==> src/rtl/div_pkg.sv <==
// Shared constants, state encoding and reciprocal seed table for the
// Q5.10 Newton-Raphson divider front end.
package div_pkg;

    localparam int FRAC_BITS = 10;
    localparam int W         = 16;
    localparam logic [W-1:0] SEED_MAX = 16'h7FFF;

    // Controller states of the seed generator.
    typedef enum logic [2:0] {
        ST_IDLE = 3'd0,
        ST_ABS  = 3'd1,
        ST_NORM = 3'd2,
        ST_SEED = 3'd3,
        ST_LOAD = 3'd4,
        ST_WAIT = 3'd5
    } state_t;

    // round(1024 / (1 + (k + 0.5) / 8)) for k = 0..7; entry k sits at index k.
    localparam logic [7:0][9:0] SEED_LUT = {
        10'd529, 10'd565, 10'd607, 10'd655,
        10'd712, 10'd780, 10'd862, 10'd964
    };

    // Absolute value of a signed 16-bit word as a 15-bit magnitude; the single
    // unrepresentable case (-32768) saturates to the largest magnitude.
    function automatic logic [14:0] abs_sat(input logic [15:0] v);
        logic [15:0] neg;
        neg = 16'd0 - v;
        if (v == 16'h8000) begin
            abs_sat = 15'h7FFF;
        end else if (v[15]) begin
            abs_sat = neg[14:0];
        end else begin
            abs_sat = v[14:0];
        end
    endfunction

endpackage

==> src/rtl/recip_seed_gen_if.sv <==
// Operand handshake and divider-load bundle of the reciprocal seed generator.
interface recip_seed_gen_if;
    import div_pkg::*;

    logic         in_valid;
    logic         in_ready;
    logic [W-1:0] in_nr;
    logic [W-1:0] in_dr;
    logic         load;
    logic [W-1:0] nr;
    logic [W-1:0] dr;
    logic [W-1:0] initial_guess;
    logic         div_by_zero;
    logic         busy;

    // Operand producer / divider side.
    modport master (
        output in_valid, in_nr, in_dr,
        input  in_ready, load, nr, dr, initial_guess, div_by_zero, busy
    );

    // Seed generator side.
    modport slave (
        input  in_valid, in_nr, in_dr,
        output in_ready, load, nr, dr, initial_guess, div_by_zero, busy
    );

endinterface

==> src/rtl/recip_seed_lut.sv <==
// Combinational mantissa lookup: three bits below the normalised leading one
// select a 10-bit reciprocal fraction.
module recip_seed_lut
    import div_pkg::*;
(
    input  logic [2:0] k,
    output logic [9:0] f
);

    // Table read from the shared package constant.
    always_comb begin
        f = SEED_LUT[k];
    end

endmodule

==> src/rtl/recip_seed_gen.sv <==
// Reciprocal seed front end: captures a Q5.10 operand pair, normalises |dr|
// one bit per cycle, scales a table fraction back by the shift count, pulses
// load to the divider and then stays busy while the divider iterates.
module recip_seed_gen
    import div_pkg::*;
#(
    parameter int HOLD_CYCLES = 102
) (
    input  logic             clk,
    input  logic             rst,
    recip_seed_gen_if.slave  bus
);

    localparam int HW = $clog2(HOLD_CYCLES + 1);

    state_t         state_r, state_s;
    logic [14:0]    mag_r, mag_s;
    logic [3:0]     cnt_r, cnt_s;
    logic           sign_r, sign_s;
    logic [HW-1:0]  hold_r, hold_s;
    logic [W-1:0]   nr_r, nr_s;
    logic [W-1:0]   dr_r, dr_s;
    logic [W-1:0]   guess_r, guess_s;
    logic           dbz_r, dbz_s;
    logic           load_r, load_s;
    logic           ready_r, ready_s;
    logic           busy_r, busy_s;

    logic [14:0]    abs_s;
    logic [9:0]     lut_f_s;
    logic [25:0]    scaled_s;
    logic [14:0]    seed_mag_s;
    logic [W-1:0]   seed_signed_s;

    recip_seed_lut u_lut (
        .k (mag_r[13:11]),
        .f (lut_f_s)
    );

    // Scale the table fraction by 2^(cnt-4), saturating large seeds.
    always_comb begin
        scaled_s   = 26'd0;
        seed_mag_s = 15'd0;
        if (cnt_r >= 4'd4) begin
            scaled_s = {16'd0, lut_f_s} << (cnt_r - 4'd4);
            if (scaled_s > 26'd32767) begin
                seed_mag_s = 15'h7FFF;
            end else begin
                seed_mag_s = scaled_s[14:0];
            end
        end else begin
            seed_mag_s = {5'd0, lut_f_s} >> (4'd4 - cnt_r);
        end
        if (sign_r) begin
            seed_signed_s = 16'd0 - {1'b0, seed_mag_s};
        end else begin
            seed_signed_s = {1'b0, seed_mag_s};
        end
    end

    // Next-state and next-datapath decode for the controller.
    always_comb begin
        state_s = state_r;
        mag_s   = mag_r;
        cnt_s   = cnt_r;
        sign_s  = sign_r;
        hold_s  = hold_r;
        nr_s    = nr_r;
        dr_s    = dr_r;
        guess_s = guess_r;
        dbz_s   = dbz_r;
        abs_s   = abs_sat(dr_r);

        case (state_r)
            ST_IDLE: begin
                if (bus.in_valid) begin
                    nr_s    = bus.in_nr;
                    dr_s    = bus.in_dr;
                    state_s = ST_ABS;
                end else begin
                    state_s = ST_IDLE;
                end
            end
            ST_ABS: begin
                sign_s = dr_r[15];
                mag_s  = abs_s;
                cnt_s  = 4'd0;
                if (abs_s == 15'd0) begin
                    dbz_s   = 1'b1;
                    guess_s = SEED_MAX;
                    state_s = ST_LOAD;
                end else begin
                    dbz_s   = 1'b0;
                    state_s = ST_NORM;
                end
            end
            ST_NORM: begin
                // A nonzero magnitude reaches bit 14 after at most 14 shifts.
                if (mag_r[14]) begin
                    state_s = ST_SEED;
                end else begin
                    mag_s = {mag_r[13:0], 1'b0};
                    cnt_s = cnt_r + 4'd1;
                end
            end
            ST_SEED: begin
                guess_s = seed_signed_s;
                state_s = ST_LOAD;
            end
            ST_LOAD: begin
                hold_s  = HW'(HOLD_CYCLES);
                state_s = ST_WAIT;
            end
            ST_WAIT: begin
                if (hold_r <= HW'(1)) begin
                    state_s = ST_IDLE;
                end else begin
                    hold_s = hold_r - HW'(1);
                end
            end
            default: begin
                state_s = ST_IDLE;
            end
        endcase

        // Outputs are registered from the upcoming state so they line up with it.
        load_s  = (state_s == ST_LOAD);
        ready_s = (state_s == ST_IDLE);
        busy_s  = (state_s != ST_IDLE);
    end

    // Controller state register.
    always_ff @(posedge clk) begin
        if (rst) begin
            state_r <= ST_IDLE;
        end else begin
            state_r <= state_s;
        end
    end

    // Datapath and registered outputs; reset clears everything except in_ready.
    always_ff @(posedge clk) begin
        if (rst) begin
            mag_r   <= 15'd0;
            cnt_r   <= 4'd0;
            sign_r  <= 1'b0;
            hold_r  <= '0;
            nr_r    <= 16'd0;
            dr_r    <= 16'd0;
            guess_r <= 16'd0;
            dbz_r   <= 1'b0;
            load_r  <= 1'b0;
            ready_r <= 1'b1;
            busy_r  <= 1'b0;
        end else begin
            mag_r   <= mag_s;
            cnt_r   <= cnt_s;
            sign_r  <= sign_s;
            hold_r  <= hold_s;
            nr_r    <= nr_s;
            dr_r    <= dr_s;
            guess_r <= guess_s;
            dbz_r   <= dbz_s;
            load_r  <= load_s;
            ready_r <= ready_s;
            busy_r  <= busy_s;
        end
    end

    assign bus.in_ready      = ready_r;
    assign bus.load          = load_r;
    assign bus.nr            = nr_r;
    assign bus.dr            = dr_r;
    assign bus.initial_guess = guess_r;
    assign bus.div_by_zero   = dbz_r;
    assign bus.busy          = busy_r;

endmodule

==> src/flat_wrapper.sv <==
// flat-port wrapper written by rule: the top's interface ports become plain ports
module recip_seed_gen_flat import div_pkg::*;
#(
    parameter int HOLD_CYCLES = 102
)
  (clk, rst, bus_in_valid, bus_in_nr, bus_in_dr, bus_in_ready, bus_load, bus_nr, bus_dr, bus_initial_guess, bus_div_by_zero, bus_busy);
  recip_seed_gen_if bus_i ();
  input  logic clk;
  input  logic rst;
  input wire logic [$bits(bus_i.in_valid)-1:0] bus_in_valid;
  input wire logic [$bits(bus_i.in_nr)-1:0] bus_in_nr;
  input wire logic [$bits(bus_i.in_dr)-1:0] bus_in_dr;
  output wire logic [$bits(bus_i.in_ready)-1:0] bus_in_ready;
  output wire logic [$bits(bus_i.load)-1:0] bus_load;
  output wire logic [$bits(bus_i.nr)-1:0] bus_nr;
  output wire logic [$bits(bus_i.dr)-1:0] bus_dr;
  output wire logic [$bits(bus_i.initial_guess)-1:0] bus_initial_guess;
  output wire logic [$bits(bus_i.div_by_zero)-1:0] bus_div_by_zero;
  output wire logic [$bits(bus_i.busy)-1:0] bus_busy;
  assign bus_i.in_valid = bus_in_valid;
  assign bus_i.in_nr = bus_in_nr;
  assign bus_i.in_dr = bus_in_dr;
  assign bus_in_ready = bus_i.in_ready;
  assign bus_load = bus_i.load;
  assign bus_nr = bus_i.nr;
  assign bus_dr = bus_i.dr;
  assign bus_initial_guess = bus_i.initial_guess;
  assign bus_div_by_zero = bus_i.div_by_zero;
  assign bus_busy = bus_i.busy;
  recip_seed_gen #(.HOLD_CYCLES(HOLD_CYCLES)) u_core (.clk(clk), .rst(rst), .bus(bus_i));
endmodule
==> config.mk <==
export PLATFORM = sky130hd
export DESIGN_NAME = recip_seed_gen_flat
export DESIGN_NICKNAME = d
export VERILOG_FILES = /design/src/rtl/div_pkg.sv /design/src/rtl/recip_seed_gen_if.sv /design/src/rtl/recip_seed_lut.sv /design/src/rtl/recip_seed_gen.sv /design/src/flat_wrapper.sv
export SDC_FILE = /design/constraint.sdc
export NUM_CORES = 1
export LEC_CHECK = 0
export BUFFER_PORTS_ARGS = -buffer_cell sky130_fd_sc_hd__clkbuf_2
export CAP_MARGIN = 5
export CORE_AREA = 2 2 126 79
export CTS_CLUSTER_DIAMETER = 50
export DETAILED_ROUTE_END_ITERATION = 10
export DIE_AREA = 0 0 128 81
export HOLD_SLACK_MARGIN = 0.08
export PLACE_DENSITY = 0.85
export SLEW_MARGIN = 5
export SYNTH_ARGS = -nofsm -noshare
export SYNTH_HDL_FRONTEND = slang
export SYNTH_HIERARCHICAL = 1
export SYNTH_SLANG_ARGS = --single-unit
==> constraint.sdc <==
create_clock -name clk -period 11.2 [get_ports clk]
set_input_delay 1.12 -clock clk [delete_from_list [all_inputs] [get_ports clk]]
set_output_delay 1.12 -clock clk [all_outputs]
set_load 0.02 [all_outputs]
After elaboration in Yosys (flattened, before gate mapping)
Memories as Yosys holds them, arrays and structs flattened. A register that Yosys moved wholly into a read port is not among the register bits.
Index checks and enable logic that the tools add are counted.
- bits in registers: 82
- logic and storage cells: 69
- memories: 1
- output and inout bits: 52
- memory bits (read-only): 80
- bits of input ports: 35
- shift operators: 2
- order comparisons: 4
- multiplexer cells: 22
- reduce and logical (&&, ||, !) cells: 11
- $add $sub $neg: 6
- equality and inequality tests: 10
- memories (name ; words ; width ; read ports ; clocked after memory_dff ; write ports ; RTL line ; RTL):
    (name not given) ; 8 ; 10 ; 1 ; 1 ; 0 ; recip_seed_lut.sv:12 ; f = SEED_LUT[k];
- operator list (kind ; count):
    $mux W15 ; 5
    $mux W16 ; 2
    $pmux W16 S2 ; 1
    $pmux W15 S2 ; 1
    $gt A26 B15 Y1 const B ; 1
    $shl A10 B4 Y26 ; 1
    $pmux W3 S6 ; 1
    $eq A16 B16 Y1 const B ; 1
    $sub A1 B15 Y16 const A ; 1
    $logic_not A15 Y1 ; 1
    $mux W3 ; 5
    $shr A10 B4 Y15 ; 1
    $sub A1 B15 Y15 const A ; 1
    $pmux W7 S2 ; 1
    $mux W10 ; 1
    $eq A3 B3 Y1 const B ; 3
    $pmux W4 S2 ; 1
    $reduce_and A2 Y1 ; 4
    $le A7 B1 Y1 const B ; 1
    $mux W7 ; 1
    $sub A7 B1 Y7 const B ; 1
    $eq A3 B2 Y1 const B ; 2
    $logic_not A3 Y1 ; 2
    $reduce_bool A2 Y1 ; 3
    11 further kinds ; 13

Longest topological paths before layout
Gate-level depths: netlist of run 1.
- word-level depth: 9
- mapped depth: 17
- gate-level depth less buffers: 17

Modules after synthesis
Netlist of run 1, hierarchy kept.
- modules (own cells, without submodules) (module ; area an instance (um2) ; cells each ; times used):
    recip_seed_gen ; 5405.2 ; 702 ; 1
    recip_seed_lut ; 176.4 ; 23 ; 1

Worst setup path before layout of run 1
Ideal clock, no wire load.
- path type: register to register
- from: register u_core.cnt_r[0]
- to: register u_core.guess_r[13], in the netlist u_core/bus.initial_guess[13]
- arrival time: 3.632 ns
- setup slack: 7.488 ns
- path buffers: 3
- data required time: 11.120 ns
- setup time: 0.080 ns
- clock period less this slack: 3.712 ns
- cell stages (with the launch flop): 15
- cell sequence: dfxtp_1 buf_2 inv_1 buf_2 ha_1 clkbuf_1 mux2_2 mux4_2 a32oi_1 nand2_1 a211oi_1 nand4_1 mux2i_1 o211ai_1 a211oi_2
- cells in the longest elaborated chain, start to end: 8
- ends and longest elaborated chain (what ; RTL line ; RTL):
    from (decl) ; recip_seed_gen.sv:18 ; logic [3:0] cnt_r, cnt_s;
    from (signal assigned) ; recip_seed_gen.sv:157 ; cnt_r <= cnt_s;
    $sub A4 B3 Y4 ; recip_seed_gen.sv:45 ; scaled_s = {16'd0, lut_f_s} << (cnt_r - 4'd4);
    $shl A10 B4 Y26 ; recip_seed_gen.sv:45 ;
    $gt A26 B15 Y1 ; recip_seed_gen.sv:46 ; if (scaled_s > 26'd32767) begin
    $mux W15 ; recip_seed_gen.sv:46 ;
    $mux W15 (*) ; recip_seed_gen.sv:44 ; if (cnt_r >= 4'd4) begin
    $sub A1 B15 Y16 ; recip_seed_gen.sv:55 ; seed_signed_s = 16'd0 - {1'b0, seed_mag_s};
    $mux W16 (*) ; recip_seed_gen.sv:54 ; if (sign_r) begin
    $pmux W16 S2 (*) ; recip_seed_gen.sv:74 ; case (state_r)
    to (signal assigned) ; recip_seed_gen.sv:162 ; guess_r <= guess_s;
    to (decl) ; recip_seed_gen.sv:23 ; logic [W-1:0] guess_r, guess_s;
Mark *: on every way between the ends. The rest lies on a longest branch, timed or not.
A chain may end at the register's enable or synchronous reset.

Worst setup path after layout of run 1
- from: register u_core.cnt_r[2]
- to: register u_core.guess_r[12], in the netlist u_core/bus.initial_guess[12]
The elaborated chain is that of the path after synthesis.

==> impl_metrics.csv, run 1 <==
group,metric,value,unit
clock_tree,cts_buffers,9,
route,dr.pass1.iters,5,
clock_tree,cts_root_buffer,"clkbuf_16",
route,viasPerCell,6.34,
timing,setup_tns,0,ps
timing,slew_violations,0,
critical_path,worstSetupPathType,"flop to flop",
worst_hold_path,hp-class,"flop to flop",
route,wire_per_inst,17.8,µm
timing,finalCritPeriodShare,43.3,%
clock_tree,clkLatencyLatePin,340,ps
global_routing,grt_pass1_wl,24.8,mm
power,power,963,µW
timing,hold_violations,0,
critical_path,max_stage_delay,780,ps
power,intPower,613,µW
global_routing,grt_max_degree,78,
critical_path,end_kind,"flop",
power,ir_drop,92.3,µV
power,p_seq_share,36.5,%
clock_tree,htree_num_levels,3,
synthesis,synth-edff-count,0,
floorplanning,rows,28,
synthesis,ys_ff_latch,82,
placement,portBuffers,86,
critical_path,path_delay_family,"compound AO/OA/AOI/OAI gates",
clock_tree,cts_tree,"done",
route,ant_nets,0,
clock_tree,clkTransAtPathRegs,60,ps
route,drtIter0Drc,661,
floorplanning,fp.coreArea,9390,µm²
critical_path,critical_path.max_fanout,21,
timing,maxSlewHeadroom,19.2,%
synthesis,syn_area,5580,µm²
synthesis,synthCells,725,
power,p_clk_share,31.2,%
synthesis,synthFlopType,"dfxtp_1",
clock_tree,cts_resized,0,
synthesis,synth_area_leaders,"dfxtp_1 29%, nand2_1 7.5%, a21oi_1 7.1%",
floorplanning,die_height,81,µm
outcome,status,"complete, no violations",
synthesis,syn-mean-instance-area,7.70,µm²
power,leakage,2.43,nW
finish,area_growth,11.7,%
floorplanning,die_x,128,µm
timing,setup_viol,0,
job,cap_violations,0,
global_routing,grt_overflow_total,0,
timing,clock.fmax,206,MHz
critical_path,crit_arrival,5060,ps
critical_path,slowest_stage,"dfxtp_1",
timing,tightest_slew,1210,ps
synthesis,async_reset_ff_share,0,%
route,vias,5652,
global_routing,antenna_found_initial,0,
synthesis,synth_top_area_share,29.4,%
global_routing,grt_pass1_vias,4891,
power,p_sw,351,µW
clock_tree,cts.sinks,82,
timing,rsz0062_at_grt,"false",
critical_path,critical_path_buf_inv_count,2,
synthesis,synth_nets,773,
synthesis,yosys.cell_types.count,77,
critical_path,critPathLaunchType,"flop",
floorplanning,start_util,59.4,%
synthesis,ys_seq_area_share,29.4,%
finish,antenna-diode-count,0,
synthesis,yosysWarnings,6,
clock_tree,cts_setup_buffers,0,
floorplanning,die_area,10400,µm²
route,drc,0,
floorplanning,io_pins,87,
synthesis,synth_top_area_cell,"dfxtp_1",
finish,final_nets,815,
power,switching_share,36.4,%
power,combPwrFrac,32.3,%
route,drt_wl_total,15.9,mm
global_routing,grtUsageTotal,30.1,%
critical_path,worstPathCellList,"inv_1 -> ha_1 -> clkinv_1 -> o22ai_1 -> a211oi_1 -> o32a_1 -> nand2_2 -> nor2_1 -> a21o_1 -> ha_1 -> o2111ai_1 -> nor4_2 -> a21boi_1 -> xnor2_1 -> a211oi_1",
timing,fin_skew,6.26,ps
placement,detailed_place_hpwl,11.3,mm
timing,period_minus_slack,4850,ps
clock_tree,hold_buffers,0,
power,p_per_area,154,nW/µm²
critical_path,critical_path_required,11410,ps
clock_tree,ctsLongestPathBuffers,2,
finish,drive_gt1_share,18.9,%
placement,place_congestion,1.09,
timing,holdWs,459,ps
[worst reg2reg max path, stage by stage, from the launching register on]
cell	delay, ps
dfxtp_1	780
inv_1	410
ha_1	600
clkinv_1	270
o22ai_1	110
a211oi_1	330
o32a_1	270
nand2_2	160
nor2_1	170
a21o_1	160
ha_1	170
o2111ai_1	220
nor4_2	380
a21boi_1	160
xnor2_1	150
a211oi_1	370
[path summary, 6_finish.rpt]
path | slack [ps] | cells past startpoint | from | endpoint
max reg2reg | 6350 | 15 | u_core/cnt_r[2]$_SDFFE_PP0P_ | u_core/bus.initial_guess[12]$_SDFFE_PP0P_
min reg2reg | 460 | 2 | u_core/bus.nr[11]$_SDFFE_PP0P_ | u_core/bus.nr[11]$_SDFFE_PP0P_
max | 6350 | 15 | u_core/cnt_r[2]$_SDFFE_PP0P_ | u_core/bus.initial_guess[12]$_SDFFE_PP0P_
min | 460 | 2 | u_core/bus.nr[11]$_SDFFE_PP0P_ | u_core/bus.nr[11]$_SDFFE_PP0P_
[power groups by stage]
stage / Sequential [mW] / Clock [mW] / Combinational, mW
6_report: 0.351 / 0.301 / 0.312
5_1_grt: 0.355 / 0.313 / 0.337
4_1_cts: 0.350 / 0.304 / 0.303
3_5_place_dp: 0.356 / 0 / 0.299
3_3_place_gp: 0.354 / 0 / 0.291
2_1_floorplan: 0.362 / 0 / 0.218
[per-layer routing]
| layer | vias up | routed length [µm] | GRT usage (%) |
|---|---|---|---|
| li1 | 2691 | - | - |
| met5 | - | 0 | 0 |
| met1 | 2699 | 7460 | 43.5 |
| met4 | 0 | 210 | 6.81 |
| met2 | 234 | 6950 | 44.7 |
| met3 | 28 | 1250 | 8.30 |
[logic make-up after synthesis]
group	after synthesis	share of synthesized area [%]
compound gates	220	25.6
fa+ha+maj	13	2.91
other cells	1	0.0672
xor+xnor	30	4.71
flops	82	29.4
buf+inv	81	6.39
mux	41	9.39
simple gates	257	21.5
[layout make-up]
class | instances | area, µm²
clock buffers | 10 | 239
repair buffers | 92 | 475
fillers | 769 | 3150
multi-input cells | 562 | 3590
flip-flops and latches | 82 | 1640
well taps | 120 | 150
clock inverters | 6 | 65.1
inverters | 20 | 75.1
[synth_stat cells (all sizes together), types with 3 or more instances]
cell     instances
nand2          113
dfxtp           82
a21oi           79
nor2            66
clkbuf          42
o21ai           42
mux2i           22
a211oi          19
buf             19
inv             19
xnor2           17
a22oi           14
nor3            14
ha              13
xor2            13
mux2            11
nand3            9
and2             8
mux4             8
nor2b            7
nor4             7
o211ai           7
a31oi            6
nand3b           6
a21o             5
a32oi            5
nand4            5
o21a             5
nand2b           4
nor3b            4
o22ai            4
a21boi           3
o2111ai          3
o31ai            3
o41ai            3
or2              3
or4              3
[flip-flops by register name (all words and copies together) (netlist names)]
register                  flops
u_core/bus.dr                16
u_core/bus.initial_guess     16
u_core/bus.nr                16
u_core/mag_r                 15
u_core/hold_r                 7
u_core/cnt_r                  4
u_core/state_r                3
u_core/bus.busy               1
u_core/bus.div_by_zero        1
u_core/bus.in_ready           1
u_core/bus.load               1
u_core/sign_r                 1
[per-stage QoR]
stage	cells	setup WS [ps]	utilization, %	area [µm²]
2_1_floorplan	725	7490	-	5580
3_3_place_gp	876	6790	63.2	5930
3_5_place_dp	876	6540	63.2	5930
4_1_cts	892	6530	66.4	6240
5_1_grt	892	6000	66.4	6240
6_report	892	6350	66.4	6240
[cells in the final DEF, fill, tap and decap left out, drive strengths merged, types with 5 or more instances in the layout]
| cell type | synthesis | final |
|---|---|---|
| a211oi | 19 | 19 |
| xnor2 | 17 | 17 |
| mux2i | 22 | 22 |
| nand2 | 113 | 113 |
| nand3b | 6 | 6 |
| mux4 | 8 | 8 |
| nor2b | 7 | 7 |
| a21oi | 79 | 79 |
| ha | 13 | 13 |
| nor2 | 66 | 66 |
| nor4 | 7 | 7 |
| mux2 | 11 | 11 |
| inv | 19 | 20 |
| nor3 | 14 | 14 |
| nand4 | 5 | 5 |
| o21a | 5 | 5 |
| a22oi | 14 | 14 |
| buf | 19 | 6 |
| a32oi | 5 | 5 |
| o21ai | 42 | 42 |
| a21o | 5 | 5 |
| dfxtp | 82 | 82 |
| clkbuf | 42 | 96 |
| a31oi | 6 | 6 |
| and2 | 8 | 8 |
| xor2 | 13 | 13 |
| o211ai | 7 | 7 |
| nand3 | 9 | 9 |
Note: power is estimated with default switching activity, not from simulation.
==> run 2: changes to the inputs <==
CORE_AREA = 2 2 137 86   (was 2 2 126 79)
DIE_AREA = 0 0 139 88   (was 0 0 128 81)
PLACE_DENSITY = 0.76   (was 0.85)
clock period = 4.2 ns   (was 11.2 ns; I/O delays follow)
==> impl_metrics.csv, run 2 (synthesis gave the netlist of run 1 again) <==
group,metric,value,unit
global_routing,grt_max_degree,47,
clock_tree,ctsLongestPathBuffers,2,
critical_path,end_kind,"flop",
timing,clock.fmax,256,MHz
finish,most-common-layout-cells,"112 x nand2_1, 86 x clkbuf_2, 79 x a21oi_1, 79 x dfxtp_1, 66 x nor2_1",
clock_tree,cts_root_buffer,"clkbuf_16",
critical_path,max_stage_delay,560,ps
clock_tree,cts_buffers,9,
finish,nFillCells,987,
critical_path,slowest_stage,"mux4_2",
clock_tree,clkTransAtPathRegs,60,ps
power,leakage,2.50,nW
finish,drive_gt1_share,21.0,%
power,p_clk_share,31.3,%
clock_tree,clkLatencyLatePin,330,ps
power,combPwrFrac,32.6,%
timing,period_minus_slack,3910,ps
route,vias,5688,
clock_tree,cts.sinks,82,
critical_path,crit_arrival,4140,ps
critical_path,critical_path_required,4440,ps
critical_path,worstPathCellList,"inv_1 -> ha_1 -> o21ai_1 -> mux4_2 -> nor2_1 -> or2_2 -> o32a_1 -> nand2_2 -> nor2_1 -> a21o_1 -> ha_1 -> o2111ai_2 -> nor4_2 -> buf_4 -> a21boi_1 -> xor2_1 -> a211oi_2",
critical_path,worstSetupPathType,"flop to flop",
clock_tree,htree_num_levels,3,
worst_hold_path,hp-class,"input pin to flop",
timing,fin_skew,9.06,ps
global_routing,grt_pass1_vias,4984,
power,ir_drop,275,µV
power,p_per_area,404,nW/µm²
route,ant_nets,0,
floorplanning,fp.coreArea,11000,µm²
global_routing,grtUsageTotal,25.1,%
timing,setup_tns,0,ps
floorplanning,die_area,12200,µm²
floorplanning,die_x,139,µm
outcome,status,"complete, no violations",
clock_tree,cts_tree,"done",
finish,final_common_cell,"nand2_1",
placement,place_congestion,1.04,
timing,hold_violations,0,
global_routing,grt_pass1_wl,25.2,mm
power,p_sw,927,µW
floorplanning,die_height,88,µm
floorplanning,io_pins,87,
job,cap_violations,0,
finish,final_nets,827,
timing,rsz0062_at_grt,"false",
route,drc,0,
timing,finalCritPeriodShare,93.0,%
finish,area_growth,14.7,%
placement,portBuffers,86,
timing,maxSlewHeadroom,20.0,%
placement,detailed_place_hpwl,11.5,mm
floorplanning,start_util,50.9,%
timing,tightest_slew,1200,ps
power,intPower,1.66,mW
timing,setup_viol,0,
power,p_seq_share,36.2,%
global_routing,grt_overflow_total,0,
finish,antenna-diode-count,0,
power,switching_share,35.8,%
route,drt_wl_total,15.7,mm
timing,holdWs,304,ps
route,drtIter0Drc,644,
route,dr.pass1.iters,5,
timing,slew_violations,0,
route,viasPerCell,6.13,
global_routing,antenna_found_initial,0,
floorplanning,rows,30,
critical_path,critical_path.max_fanout,10,
route,wire_per_inst,17.0,µm
power,power,2.59,mW
critical_path,critPathLaunchType,"flop",
run 2: critical path: cells and delay by family (launching register included):
kind | cells | cell delay, ps
and+or+nand+nor | 5 | 850
xor gates and xnor gates | 1 | 170
AOI/OAI and AO/OA | 6 | 1070
adders and majority gates | 2 | 470
muxes | 1 | 560
buffers and inverters | 2 | 260
DFF | 1 | 420
run 2: power groups by stage:
stage	logic [mW]	registers (mW)	clock network (mW)
after floorplan	0.582	0.965	0
after global placement	0.792	0.944	0
after detailed placement	0.806	0.950	0
after CTS	0.812	0.934	0.820
after global routing	0.916	0.947	0.861
final	0.844	0.936	0.809
run 2: per-layer routing:
layer	GRT usage, %	wire [µm]	share of wire (%)	vias to the layer above
met5	0	0	0	-
li1	-	-	-	2706
met1	37.0	7610	48	2717
met3	8.58	1300	8.3	14
met2	35.8	6730	43	251
met4	4.59	89	0.57	0
run 2: final timing paths:
kind / from / cells after the start / slack, ps / end
min reg2reg: u_core/bus.nr[4]$_SDFFE_PP0P_ / 2 / 460 / u_core/bus.nr[4]$_SDFFE_PP0P_
max reg2reg: u_core/mag_r[12]$_SDFFE_PP0P_ / 17 / 290 / u_core/bus.initial_guess[14]$_SDFFE_PP0P_
min: bus_in_dr[7] / 3 / 300 / u_core/bus.dr[7]$_SDFFE_PP0P_
max: u_core/mag_r[12]$_SDFFE_PP0P_ / 17 / 290 / u_core/bus.initial_guess[14]$_SDFFE_PP0P_
run 2: final cells by class:
type / count / area, µm² / share of cell area, %
Tap cell: 144 / 180 / 2.81
Multi-Input combinational cell: 562 / 3620 / 56.6
Clock inverter: 5 / 62.6 / 0.977
Clock buffer: 11 / 253 / 3.95
Inverter: 20 / 75.1 / 1.17
Sequential cell: 82 / 1650 / 25.7
Timing Repair Buffer: 104 / 566 / 8.83
run 2: through the flow:
stage	cells	worst slack [ps]	utilization (%)	instance area [µm²]
after floorplan	725	488	-	5580
after global placement	911	325	55.1	6040
after detailed placement	911	91.3	55.1	6040
after CTS	927	46.7	58.0	6360
after global routing	928	47.4	58.4	6400
final	928	295	58.4	6400
run 2: repair_timing:
action	4_1_cts	5_1_grt
resized for setup	0	10
hold endpoints to repair	0	0
hold buffers	0	0
setup buffers	0	1
setup endpoints to repair	0	11
==> run 3: changes to the inputs <==
ABC_AREA = 1   (was unset)
CORE_AREA = 2 2 134 84   (was 2 2 137 86)
DIE_AREA = 0 0 136 86   (was 0 0 139 88)
PLACE_DENSITY = 0.75   (was 0.76)
==> impl_metrics.csv, run 3 <==
group,metric,value,unit
floorplanning,die_area,11700,µm²
finish,most-common-layout-cells,"196 x nand2_1, 110 x nor2_1, 86 x clkbuf_2, 86 x inv_1, 82 x dfxtp_1",
synthesis,async_reset_ff_share,0,%
clock_tree,htree_num_levels,3,
floorplanning,start_util,50.5,%
floorplanning,fp.coreArea,10400,µm²
timing,hold_violations,0,
clock_tree,hold_buffers,0,
synthesis,synth_top_area_share,31.3,%
finish,finish.instance_area,6000,µm²
clock_tree,clkLatencyLatePin,340,ps
timing,fin_skew,11.6,ps
clock_tree,ctsLongestPathBuffers,2,
placement,detailed_place_hpwl,10.3,mm
clock_tree,cts_resized,0,
clock_tree,cts_tree,"done",
clock_tree,clkTransAtPathRegs,70,ps
timing,slew_violations,0,
critical_path,critical_path.max_fanout,8,
route,wire_per_inst,13.0,µm
placement,portBuffers,86,
timing,rsz0062_at_grt,"false",
floorplanning,rows,29,
critical_path,critical_path_required,4450,ps
critical_path,crit_arrival,3720,ps
power,ir_drop,234,µV
global_routing,grt_util_met2,28.6,%
critical_path,critPathLaunchType,"flop",
job,cap_violations,0,
synthesis,synth_nets,887,
finish,antenna-diode-count,0,
synthesis,synth_top_area_cell,"dfxtp_1",
synthesis,synth_area_leaders,"dfxtp_1 31%, nand2_1 14%, nor2_1 7.9%",
global_routing,grt_overflow_total,0,
finish,drive_gt1_share,15.5,%
synthesis,synth.most_common_cell,"nand2_1",
clock_tree,cts.sinks,82,
placement,placed_cells,1032,
finish,multiInputGateArea,3060,µm²
timing,setup_viol,0,
synthesis,ys_seq_area_share,31.3,%
synthesis,yosys.cell_types.count,41,
route,drc,0,
finish,area_growth,14.6,%
global_routing,use_met3,7.98,%
global_routing,antenna_found_initial,0,
clock_tree,cts_root_buffer,"clkbuf_16",
route,dr.pass1.iters,5,
timing,clock.fmax,288,MHz
floorplanning,die_x,136,µm
route,vias,5500,
global_routing,top_usage_layer,"met1",
floorplanning,die_height,86,µm
placement,place_congestion,0.954,
timing,setup_tns,0,ps
finish,final_common_cell,"nand2_1",
clock_tree,cts_setup_buffers,0,
floorplanning,io_pins,87,
route,viasPerCell,5.25,
timing,period_minus_slack,3470,ps
route,drt_wl_total,13.7,mm
route,drtIter0Drc,583,
finish,regArea,1640,µm²
timing,holdWs,304,ps
finish,fin_cells,1048,
critical_path,end_kind,"flop",
global_routing,grt_pass1_vias,4460,
placement,dpl-instance-area,5730,µm²
clock_tree,cts_buffers,9,
power,p_per_area,428,nW/µm²
synthesis,synth-edff-count,0,
synthesis,synthCells,839,
synthesis,synth_common_cells,"196 x nand2_1, 110 x nor2_1, 86 x inv_1",
global_routing,grt_pass1_wl,21.8,mm
timing,maxSlewHeadroom,20.5,%
outcome,status,"complete, no violations",
finish,final_nets,952,
global_routing,grtUsageTotal,23.2,%
finish,nFillCells,1011,
route,ant_nets,0,
global_routing,gr-usage-met1,37.9,%
synthesis,synthFlopType,"dfxtp_1",
synthesis,syn-mean-instance-area,6.24,µm²
power,leakage,2.82,nW
timing,finalCritPeriodShare,82.7,%
critical_path,worstSetupPathType,"flop to flop",
synthesis,yosysWarnings,6,
synthesis,ys_ff_latch,82,
synthesis,syn_area,5240,µm²
worst_hold_path,hp-class,"input pin to flop",
global_routing,grt_max_degree,48,
timing,tightest_slew,1190,ps
==> run 3: area by class of cell <==
cell class	count	share of cell area [%]
flip-flops and latches	82	27.4
inverters	93	5.82
clock inverters	6	0.792
well taps	139	2.90
clock buffers	10	3.81
multi-input cells	622	50.9
repair buffers	96	8.42
==> run 3: power by group <==
group          internal, mW  total [mW]  leakage [nW]  switching (mW)
Clock                 0.408       0.741         0.134           0.333
Combinational         0.295       0.921          2.02           0.627
Sequential            0.845       0.910         0.671          0.0648
Total                  1.55        2.57          2.82            1.02
==> run 3: final timing paths <==
check                                              startpoint                                   endpoint  slack [ps]  cells past startpoint
worst min register to register   u_core/mag_r[0]$_SDFFE_PP0P_               u_core/mag_r[0]$_SDFFE_PP0P_         470                      2
worst min-delay path                            bus_in_nr[10]             u_core/bus.nr[10]$_SDFFE_PP0P_         300                      3
worst max register to register  u_core/mag_r[11]$_SDFFE_PP0P_  u_core/bus.initial_guess[12]$_SDFFE_PP0P_         730                     27
worst max-delay path            u_core/mag_r[11]$_SDFFE_PP0P_  u_core/bus.initial_guess[12]$_SDFFE_PP0P_         730                     27
==> run 3: logic make-up after synthesis <==
group	synth area share, %
AOI/OAI and AO/OA	17.9
xor gates and xnor gates	2.32
adders and majority gates	3.10
buffers and inverters	10.5
DFF	31.3
other	0.0716
and+or+nand+nor	34.8
==> run 3: metrics by stage <==
step	utilization (%)	power (mW)	setup slack (ps)
final	57.8	2.57	725
after global routing	57.8	2.75	354
after CTS	57.8	2.57	770
after detailed placement	55.2	1.82	752
after global placement	55.2	1.82	832
after floorplan	-	1.61	1230
==> run 3: critical path: stages (launching register included) <==
cell and delay (ps):
dfxtp_1 450, inv_1 120, ha_1 300, o21ai_1 260, nand2_1 180, nand3_1 160
nand3_1 70, nand2_1 120, nand2_1 60, nand2_1 90, clkinv_1 70, nand2_2 70
nor2_4 60, nand2_1 100, inv_2 70, nand2_1 60, nand2_1 50, nand2_1 160
inv_1 90, ha_1 210, nand3_2 120, nor2_4 50, nand2_1 90, nand2_2 90
nand3_1 110, nand3_1 80, nand2_1 60, inv_1 30
==> run 3: metal layers <==
metal  share of wire, %  routed length (µm)  vias to the layer above
li1                   -                   -                     2869
met5                  0                   0                        -
met1                 54                7350                     2415
met3                9.2                1260                        4
met2                 37                5010                      212
met4               0.25                  34                        0
